$ cat src/rtl/dmem_pkg.sv
// Shared types and constants for the data-memory arbiter.
// Latency: n/a (declarations only).
// Backpressure: n/a.
package dmem_pkg;

    // Access sequencer states: IDLE picks a winner, ACCESS drives the memory
    // for exactly one cycle, RESP returns the result with a one-cycle ack.
    typedef enum logic [1:0] {
        IDLE   = 2'd0,
        ACCESS = 2'd1,
        RESP   = 2'd2
    } state_t;

    // Requester ids as stored in the winner register.
    localparam logic REQ_M = 1'b0;  // pipeline memory stage
    localparam logic REQ_D = 1'b1;  // debug / program loader

    // Default number of 64-bit words in the data memory.
    localparam int DMEM_DEPTH = 1024;

endpackage

$ cat src/rtl/dmem_arb_sel.sv
// Winner select between the pipeline (m) and debug (d) requesters.
// Latency: combinational select; the round-robin pointer updates on the grant edge.
// Backpressure: none; the loser simply keeps its request high and is re-evaluated.
//
// Ports: clk, rst_n (async active-low), m_req, d_req (raw requests),
//        grant_en (a grant is taken this cycle), winner (REQ_M / REQ_D).
// Build option: DMEM_ARB_RR_EN selects round-robin; otherwise m has fixed priority.
module dmem_arb_sel
    import dmem_pkg::*;
(
    input  logic clk,
    input  logic rst_n,
    input  logic m_req,
    input  logic d_req,
    input  logic grant_en,
    output logic winner
);

`ifdef DMEM_ARB_RR_EN
    // Id of the requester granted most recently. Resets to d so that the
    // first contended grant after reset goes to m.
    logic last_grant;

    always_comb begin
        winner = REQ_M;
        if (m_req && d_req) begin
            // Under contention the requester not served last time wins.
            winner = ~last_grant;
        end else if (d_req) begin
            winner = REQ_D;
        end
    end

    always_ff @(posedge clk or negedge rst_n) begin
        if (!rst_n) begin
            last_grant <= REQ_D;
        end else if (grant_en) begin
            last_grant <= winner;
        end
    end
`else
    // Fixed priority: d only wins when m is not asking.
    assign winner = (d_req && !m_req) ? REQ_D : REQ_M;

    // The pointer does not exist in this build; these inputs are intentionally idle.
    logic unused_sel;
    assign unused_sel = &{1'b0, clk, rst_n, grant_en};
`endif

endmodule

$ cat src/rtl/dmem_arbiter.sv
// Sequences pipeline (m) and debug (d) accesses onto the single-port data memory.
// Latency: 3 cycles per in-range access (IDLE, ACCESS, RESP), 2 for an out-of-range address.
// Backpressure: req/ack handshake; a losing requester holds req until its own ack.
//
// Ports: clk, rst_n (async active-low);
//        m_req/m_we/m_addr/m_wdata -> m_ack   pipeline port
//        d_req/d_we/d_addr/d_wdata -> d_ack   debug port
//        rsp_rdata/rsp_err                    response, valid only while an ack is high
//        mem_addr/mem_wen/mem_ren/mem_wdata   to the memory (Add, wEn, rEn, M_valA)
//        mem_rdata/mem_err                    from the memory (m_valM, dmem_err)
// Build option: DMEM_ARB_RR_EN enables round-robin arbitration in dmem_arb_sel.
module dmem_arbiter
    import dmem_pkg::*;
#(
    parameter int DEPTH = DMEM_DEPTH,
    parameter int AW    = 64,
    parameter int DW    = 64
) (
    input  logic          clk,
    input  logic          rst_n,

    input  logic          m_req,
    input  logic          m_we,
    input  logic [AW-1:0] m_addr,
    input  logic [DW-1:0] m_wdata,
    output logic          m_ack,

    input  logic          d_req,
    input  logic          d_we,
    input  logic [AW-1:0] d_addr,
    input  logic [DW-1:0] d_wdata,
    output logic          d_ack,

    output logic [DW-1:0] rsp_rdata,
    output logic          rsp_err,

    output logic [AW-1:0] mem_addr,
    output logic          mem_wen,
    output logic          mem_ren,
    output logic [DW-1:0] mem_wdata,
    input  logic [DW-1:0] mem_rdata,
    input  logic          mem_err
);

    // Full-width limit so high address bits are never silently dropped.
    localparam logic [AW-1:0] DEPTH_AW = AW'(DEPTH);

    state_t        state;
    logic          cmd_we;     // latched access type of the current command
    logic          cmd_id;     // latched winner id of the current command

    logic          winner;
    logic          grant_en;
    logic          sel_we;
    logic [AW-1:0] sel_addr;
    logic [DW-1:0] sel_wdata;
    logic          sel_in_range;

    // A grant is only taken from IDLE; requests seen in ACCESS/RESP wait.
    assign grant_en = (state == IDLE) && (m_req || d_req);

    dmem_arb_sel u_sel (
        .clk      (clk),
        .rst_n    (rst_n),
        .m_req    (m_req),
        .d_req    (d_req),
        .grant_en (grant_en),
        .winner   (winner)
    );

    assign sel_we       = (winner == REQ_D) ? d_we    : m_we;
    assign sel_addr     = (winner == REQ_D) ? d_addr  : m_addr;
    assign sel_wdata    = (winner == REQ_D) ? d_wdata : m_wdata;
    assign sel_in_range = (sel_addr < DEPTH_AW);

    // mem_addr/mem_wdata double as the latched address/data of the command;
    // the enables are only ever set in the IDLE->ACCESS transition and set
    // to complementary values, so wEn and rEn can never overlap.
    always_ff @(posedge clk or negedge rst_n) begin
        if (!rst_n) begin
            state     <= IDLE;
            cmd_we    <= 1'b0;
            cmd_id    <= REQ_M;
            m_ack     <= 1'b0;
            d_ack     <= 1'b0;
            rsp_rdata <= '0;
            rsp_err   <= 1'b0;
            mem_addr  <= '0;
            mem_wen   <= 1'b0;
            mem_ren   <= 1'b0;
            mem_wdata <= '0;
        end else begin
            case (state)
                IDLE: begin
                    if (grant_en) begin
                        cmd_id <= winner;
                        cmd_we <= sel_we;
                        if (sel_in_range) begin
                            mem_addr  <= sel_addr;
                            mem_wdata <= sel_wdata;
                            mem_wen   <= sel_we;
                            mem_ren   <= !sel_we;
                            state     <= ACCESS;
                        end else begin
                            // Out of range: never touch the memory, answer
                            // directly with an error in the next cycle.
                            rsp_rdata <= '0;
                            rsp_err   <= 1'b1;
                            m_ack     <= (winner == REQ_M);
                            d_ack     <= (winner == REQ_D);
                            state     <= RESP;
                        end
                    end
                end

                ACCESS: begin
                    rsp_rdata <= cmd_we ? '0 : mem_rdata;
                    rsp_err   <= mem_err;
                    mem_wen   <= 1'b0;
                    mem_ren   <= 1'b0;
                    m_ack     <= (cmd_id == REQ_M);
                    d_ack     <= (cmd_id == REQ_D);
                    state     <= RESP;
                end

                RESP: begin
                    m_ack     <= 1'b0;
                    d_ack     <= 1'b0;
                    rsp_rdata <= '0;
                    rsp_err   <= 1'b0;
                    state     <= IDLE;
                end

                default: begin
                    state <= IDLE;
                end
            endcase
        end
    end

endmodule

$ cat config.mk
export PLATFORM = sky130hd
export DESIGN_NAME = dmem_arbiter
export DESIGN_NICKNAME = d
export VERILOG_FILES = /design/src/rtl/dmem_pkg.sv /design/src/rtl/dmem_arb_sel.sv /design/src/rtl/dmem_arbiter.sv
export SDC_FILE = /design/constraint.sdc
export NUM_CORES = 1
export LEC_CHECK = 0
export ABC_AREA = 1
export ABC_CLOCK_PERIOD_IN_PS = 2600
export BUFFER_PORTS_ARGS = -buffer_cell sky130_fd_sc_hd__buf_2
export CAP_MARGIN = 20
export CORE_AREA = 2 2 204 206
export CTS_BUF_LIST = sky130_fd_sc_hd__clkbuf_8 sky130_fd_sc_hd__clkbuf_16
export DETAILED_ROUTE_END_ITERATION = 12
export DIE_AREA = 0 0 206 208
export PLACE_DENSITY = 0.46
export RECOVER_POWER = 50
export SLEW_MARGIN = 0
export SYNTH_ARGS = -nofsm -noshare
export SYNTH_HDL_FRONTEND = slang
export SYNTH_SLANG_ARGS = --single-unit
$ cat constraint.sdc
create_clock -name clk -period 2.6 [get_ports clk]
set_clock_uncertainty 0.05 [all_clocks]
set_input_delay 0.13 -clock clk [delete_from_list [all_inputs] [get_ports clk]]
set_output_delay 0.13 -clock clk [all_outputs]
set_load 0.01 [all_outputs]
* Yosys cells after proc, flatten, opt, wreduce, memory -nomap -nowiden
Cells that the tools add are included.
** Storage, ports and cells
- Register bits :: 201
- Latch bits :: 0
- Bits in writable memories :: 0
- ROM bits :: 0
- Input bits :: 327
- Output and inout bits :: 197
- Word-level logic and storage cells :: 57
- Memories :: 0
** Cells by class
- Add/sub/neg operators :: 0
- Multiply operators :: 0
- Div/mod/pow operators :: 0
- Order comparisons :: 1
- Equal/unequal tests :: 5
- Shift-type cells :: 0
- Muxes and demuxes :: 26
- Bitwise operators :: 2
- Reductions and logical operators :: 12
** Operator list (count)
- 64-bit 2-to-1 mux :: 5
- 64-bit one-hot mux with 3 select lines :: 1
- 64-bit by 11-bit less-than comparator with 1-bit output (second input constant) :: 1
- 1-bit 2-to-1 mux :: 12
- 1-bit one-hot mux with 3 select lines :: 3
- 3-bit AND reduction :: 3
- 2-bit != test (second input constant) :: 3
- 2-bit 2-to-1 mux :: 2
- 1-bit one-hot mux with 2 select lines :: 2
- 2-bit one-hot mux with 2 select lines :: 1
- 3-bit nonzero test :: 1
- 2-bit by 1-bit == test with 1-bit output (second input constant) :: 1
- 2-bit == test (second input constant) :: 1
- 1-bit logical AND :: 2
- 1-bit zero test :: 2
- 2-bit zero test :: 1
- 1-bit inverter :: 2
- 2-bit AND reduction :: 1
- 2-bit nonzero test :: 1
- 1-bit logical OR :: 1

* Depth between registers and ports, before layout
- Depth in word-level cells :: 8
- Mapped depth :: 17
- Gate-level depth less buffers :: 13

* Modules after synthesis
A second synthesis with hierarchy kept.
** Unflattened totals
- Cells, all modules :: 1263
- Area total of the unflattened synthesis :: 9844.4 um2
** By module, submodules not included
- dmem_arbiter :: instances 1, cells an instance 1261, area each 9834.4 um2, sequential area each 5029.8 um2
- dmem_arb_sel :: instances 1, cells an instance 2, area each 10.0 um2, sequential area each 0.0 um2

* Worst setup path before layout
OpenSTA, ideal clock, no wires.
- Path kind :: input-to-reg
- From :: input d_req
- To :: register mem_addr[0]
- Library setup time :: 0.118 ns
- Data arrival time :: 1.728 ns
- Required time :: 2.432 ns
- Path slack :: 0.704 ns
- Stages on the path :: 14
- Buffers on the path :: 4
- Cell sequence :: buf_2 > inv_2 > nor2_4 > buf_4 > nand2_1 > nand2_1 > nand2_1 > nand3b_1 > nor2_2 > nand3_1 > buf_2 > buf_2 > nand2_1 > nand2_1
** On the way
- Longest elaborated chain between the ends :: 5
- Elaborated cells between the ends (all ways) :: 7
- Those cells by class :: order compare: 1; mux: 2; reduce/logical: 4
** Ends and longest elaborated chain
- start: declaration :: RTL line dmem_arbiter.sv:28 : input logic d_req,
- 1-bit logical AND :: RTL line dmem_arb_sel.sv:43 : assign winner = (d_req && !m_req) ? REQ_D : REQ_M;
- 1-bit 2-to-1 mux :: RTL line dmem_arb_sel.sv:43
- 64-bit 2-to-1 mux :: RTL line dmem_arbiter.sv:72 : assign sel_addr = (winner == REQ_D) ? d_addr : m_addr;
- 64-bit by 11-bit less-than comparator with 1-bit output :: RTL line dmem_arbiter.sv:74 : assign sel_in_range = (sel_addr < DEPTH_AW);
- 3-bit AND reduction (no line)
- end signal: assignment :: RTL line dmem_arbiter.sv:99 : mem_addr <= sel_addr;
- end: declaration :: RTL line dmem_arbiter.sv:37 : output logic [AW-1:0] mem_addr,
Several ways; a longest one is shown, not always the timed one.
A chain may end at the register's enable or synchronous reset.

* Final worst setup path
- From :: input d_req
- To :: register mem_wdata[32]
** On the way
- Longest elaborated chain between the ends :: 5
- Elaborated cells between the ends (all ways) :: 8
- Those cells by class :: order compare: 1; mux: 3; reduce/logical: 4
** Ends and longest elaborated chain
- 1-bit logical AND :: RTL line dmem_arb_sel.sv:43
- 1-bit 2-to-1 mux :: RTL line dmem_arb_sel.sv:43
- 64-bit 2-to-1 mux :: RTL line dmem_arbiter.sv:72
- 64-bit by 11-bit less-than comparator with 1-bit output :: RTL line dmem_arbiter.sv:74
- 3-bit AND reduction (no line)
- end signal: assignment :: RTL line dmem_arbiter.sv:100 : mem_wdata <= sel_wdata;
- end: declaration :: RTL line dmem_arbiter.sv:40 : output logic [DW-1:0] mem_wdata,
Several ways; a longest one is shown, not always the timed one.

==> results by group <==
Worst setup path
  – CP arrival: roughly 2.6 ns
  – Crit Path Max Fanout: 51
  – CP required: 3.01 ns
  – Reg2reg setup slack: 0.40 ns
  – Crit-path max cell delay: 0.54 ns
  – Top Family by Delay on Critical Path: buffers and inverters
  – Worst path slowest cell: dlygate4sd3_1
  – CP Capture Type: flip-flop
  – Crit path kind: in2reg
  – WP buf/inv: 6
  – CP Launch Type: primary input
  – Worst path cell trace: buf_2 > inv_2 > nor2_4 > buf_4 > buf_4 > buf_4 > nand2_1 > nand2_1 > dlygate4sd3_1 > nand3_1 > nand2_1

Cells and area
  – Share of layout cells above drive strength 1: 22.2%
  – Final-layout fill cell count: 4,333
  – Most common cell after layout, fill and taps aside: nand2_1
  – Most frequent cells in the layout: nand2_1, buf_2, dlygate4sd3_1, dfrtp_1, nor2_1
  – Area Overhead vs Synth: 57.9%
  – NumNets Final: 2,559

Route
  – Final WL: approximately 42 mm
  – Vias per cell: ~4.3
  – Residual DRC: 0
  – Pre-antenna DRT Iters: 5
  – Routed Antenna Nets: 0
  – Drt initial violations: between 600 and 700
  – Via count of the routed design: approximately 12,000
  – WL per Instance: 15.1 um

STA
  – Slew @ Worst Pin: around 1.9 ns
  – RSZ-0062 raised after global routing: no
  – Setup TNS: 0 ns
  – Fin crit share: 85.5%
  – Max_slew headroom: -27.7%
  – Hold WS: 0.0758 ns
  – Final setup vio count: 0
  – Final hold viol count: 0
  – Slew Limit Fails: between 60 and 70
  – Peak Freq: roughly 450 MHz
  – Final critical-path required period: 2.22 ns

Floorplanning
  – Die area: 0.0428 mm^2
  – Die Height: about 210 um
  – Initial Util: around a quarter
  – Total core area: 0.0406 mm^2
  – Row cnt: between 70 and 80
  – I/O pin total: 524
  – Die Wd: 206 um

Clock network
  – Latest clock arrival within the worst-skew pair: 0.53 ns
  – Clock sinks: 201
  – Root Buffer: clkbuf_16
  – H-tree levels: 1
  – CTS tree: done
  – Reg clk slew, reported paths: 0.06 ns
  – Postcts setup bufs: 0
  – CTS Buf Count: 24
  – Clock Path Buffers: 3

Global route
  – Global-route wire length before repair: 64.6 mm
  – Remaining Overflow, GRT: 0
  – Overall global routing resource usage: between 10% and 20%
  – Largest net degree at the start of global routing: 79
  – Vias in the first global route: 12,200
  – Initial antenna violation count: 11

Yosys
  – Unique masters post-synth: 25
  – Synth Instances: 1,528
  – Yosys warnings: 0
  – Mapped Nets: ~1,900
  – Sequential fraction of the synthesis area: 48.2%
  – Mapped Area: around 0.010 mm^2
  – Syn_area_per_cell: 6.82 um^2
  – #FFs+latches synth: 201

Run status
  – Failing checks: max-capacitance violations, max-slew violations
  – Status: finished with violations

Placement
  – Post-DP HPWL: about 30 mm
  – Global placer's final weighted congestion: 0.879
  – Port-buffer cells: 523

Job
  – Maxcap violations: 1

Hold path
  – Min-delay worst type: in2reg

Power
  – VDD IR max: 0.000476 V
  – Leakage: 0.00972 uW
  – Overall power: 8060 uW
  – Power density cells: 490 mW/mm^2
-- path summary, 6_finish.rpt --
check                              startpoint       endpoint  cells past startpoint
worst max register to register       state[0]  rsp_rdata[16]                      8
max in group asynchronous               rst_n    mem_addr[7]                      3
min in group asynchronous               rst_n  rsp_rdata[16]                      2
worst min-delay path                     d_we         cmd_we                      3
worst min register to register  rsp_rdata[39]  rsp_rdata[39]                      2
worst max-delay path                    d_req  mem_wdata[32]                     11
-- cells by family (layout without fill, tap and decap cells) --
family	count (synthesis)	count (layout)	synth area share, %
AOI/OAI and AO/OA	21	21	1.04
adders and majority gates	4	4	0.480
buffers and inverters	245	959	9.72
DFF	201	201	48.2
muxes	1	1	0.0960
other	0	6	0
and+or+nand+nor	1056	1056	40.4
-- worst reg2reg max path: cells and delay by family (launching register included) --
| kind | cells | cell delay [ns] |
|---|---|---|
| adder cells (fa/ha/maj) | 1 | 0.27 |
| flip-flops | 1 | 0.37 |
| AND/OR/NAND/NOR | 4 | 0.84 |
| buffers and inverters | 3 | 0.61 |
-- per-stage QoR --
stage	setup slack, ns	area (um^2)	utilization [%]	instances
after global routing	0.0999	16500	40.6	2777
final	0.377	16500	40.6	2780
after detailed placement	0.218	13700	33.7	2519
after CTS	0.229	16600	40.9	2774
after floorplan	0.704	10400	-	1528
after global placement	0.223	13700	33.7	2519
-- synthesized netlist by cell type --
master,n,area (um^2)
nor2_2,3,18.8
nand3_1,168,841
buf_1,11,41.3
buf_2,27,135
nand3_2,1,10.0
clkbuf_1,38,143
o21ai_1,6,30.0
a31o_2,1,8.76
dfrtp_1,201,5030
buf_4,10,75.1
or2_2,2,12.5
mux2i_1,1,10.0
nand2_1,698,2620
nand2_2,1,6.26
nor2_1,178,668
buf_6,3,33.8
nand3b_1,1,7.51
o21ai_0,10,50.1
inv_1,154,578
nor2b_1,1,6.26
ha_1,4,50.1
a21oi_1,4,20.0
nand4_1,2,12.5
inv_2,2,7.51
nor2_4,1,11.3
-- state kept, by name (all words and copies together), names as in the netlist, 2 cells and up --
register / cells
rsp_rdata: 64
state: 2
mem_addr: 64
mem_wdata: 64
-- final cells by class --
| type | instances | area, um^2 | share of cell area [%] |
|---|---|---|---|
| antenna | 6 | 15.0 | 0.0912 |
| clock buffer | 28 | 667 | 4.05 |
| clock inverter | 12 | 101 | 0.616 |
| inverter | 156 | 586 | 3.56 |
| multi-input combinational | 1082 | 4430 | 26.9 |
| sequential | 201 | 5030 | 30.6 |
| tap | 532 | 666 | 4.04 |
| timing repair buffer | 763 | 4960 | 30.2 |
-- metal layers --
metal | track usage [%] | up-vias | wire, um
met5 | 0 | - | 57
met4 | 5.74 | 8 | 1050
met3 | 4.54 | 65 | 3130
met2 | 32.7 | 404 | 19800
met1 | 23.1 | 5463 | 17900
li1 | - | 5996 | -
-- where the power goes --
group | total, uW | switching (uW) | internal, uW
clock | 3320 | 1330 | 2000
sequential | 3200 | 25.8 | 3170
combinational | 1530 | 860 | 675
-- timing repair --
action / in CTS / in global routing
hold buffers: 215 / 0
setup endpoints to repair: 0 / 1
gates resized for setup: 0 / 1
endpoints found under the hold margin: 212 / 0
Power figures use the tool's default switching activity.
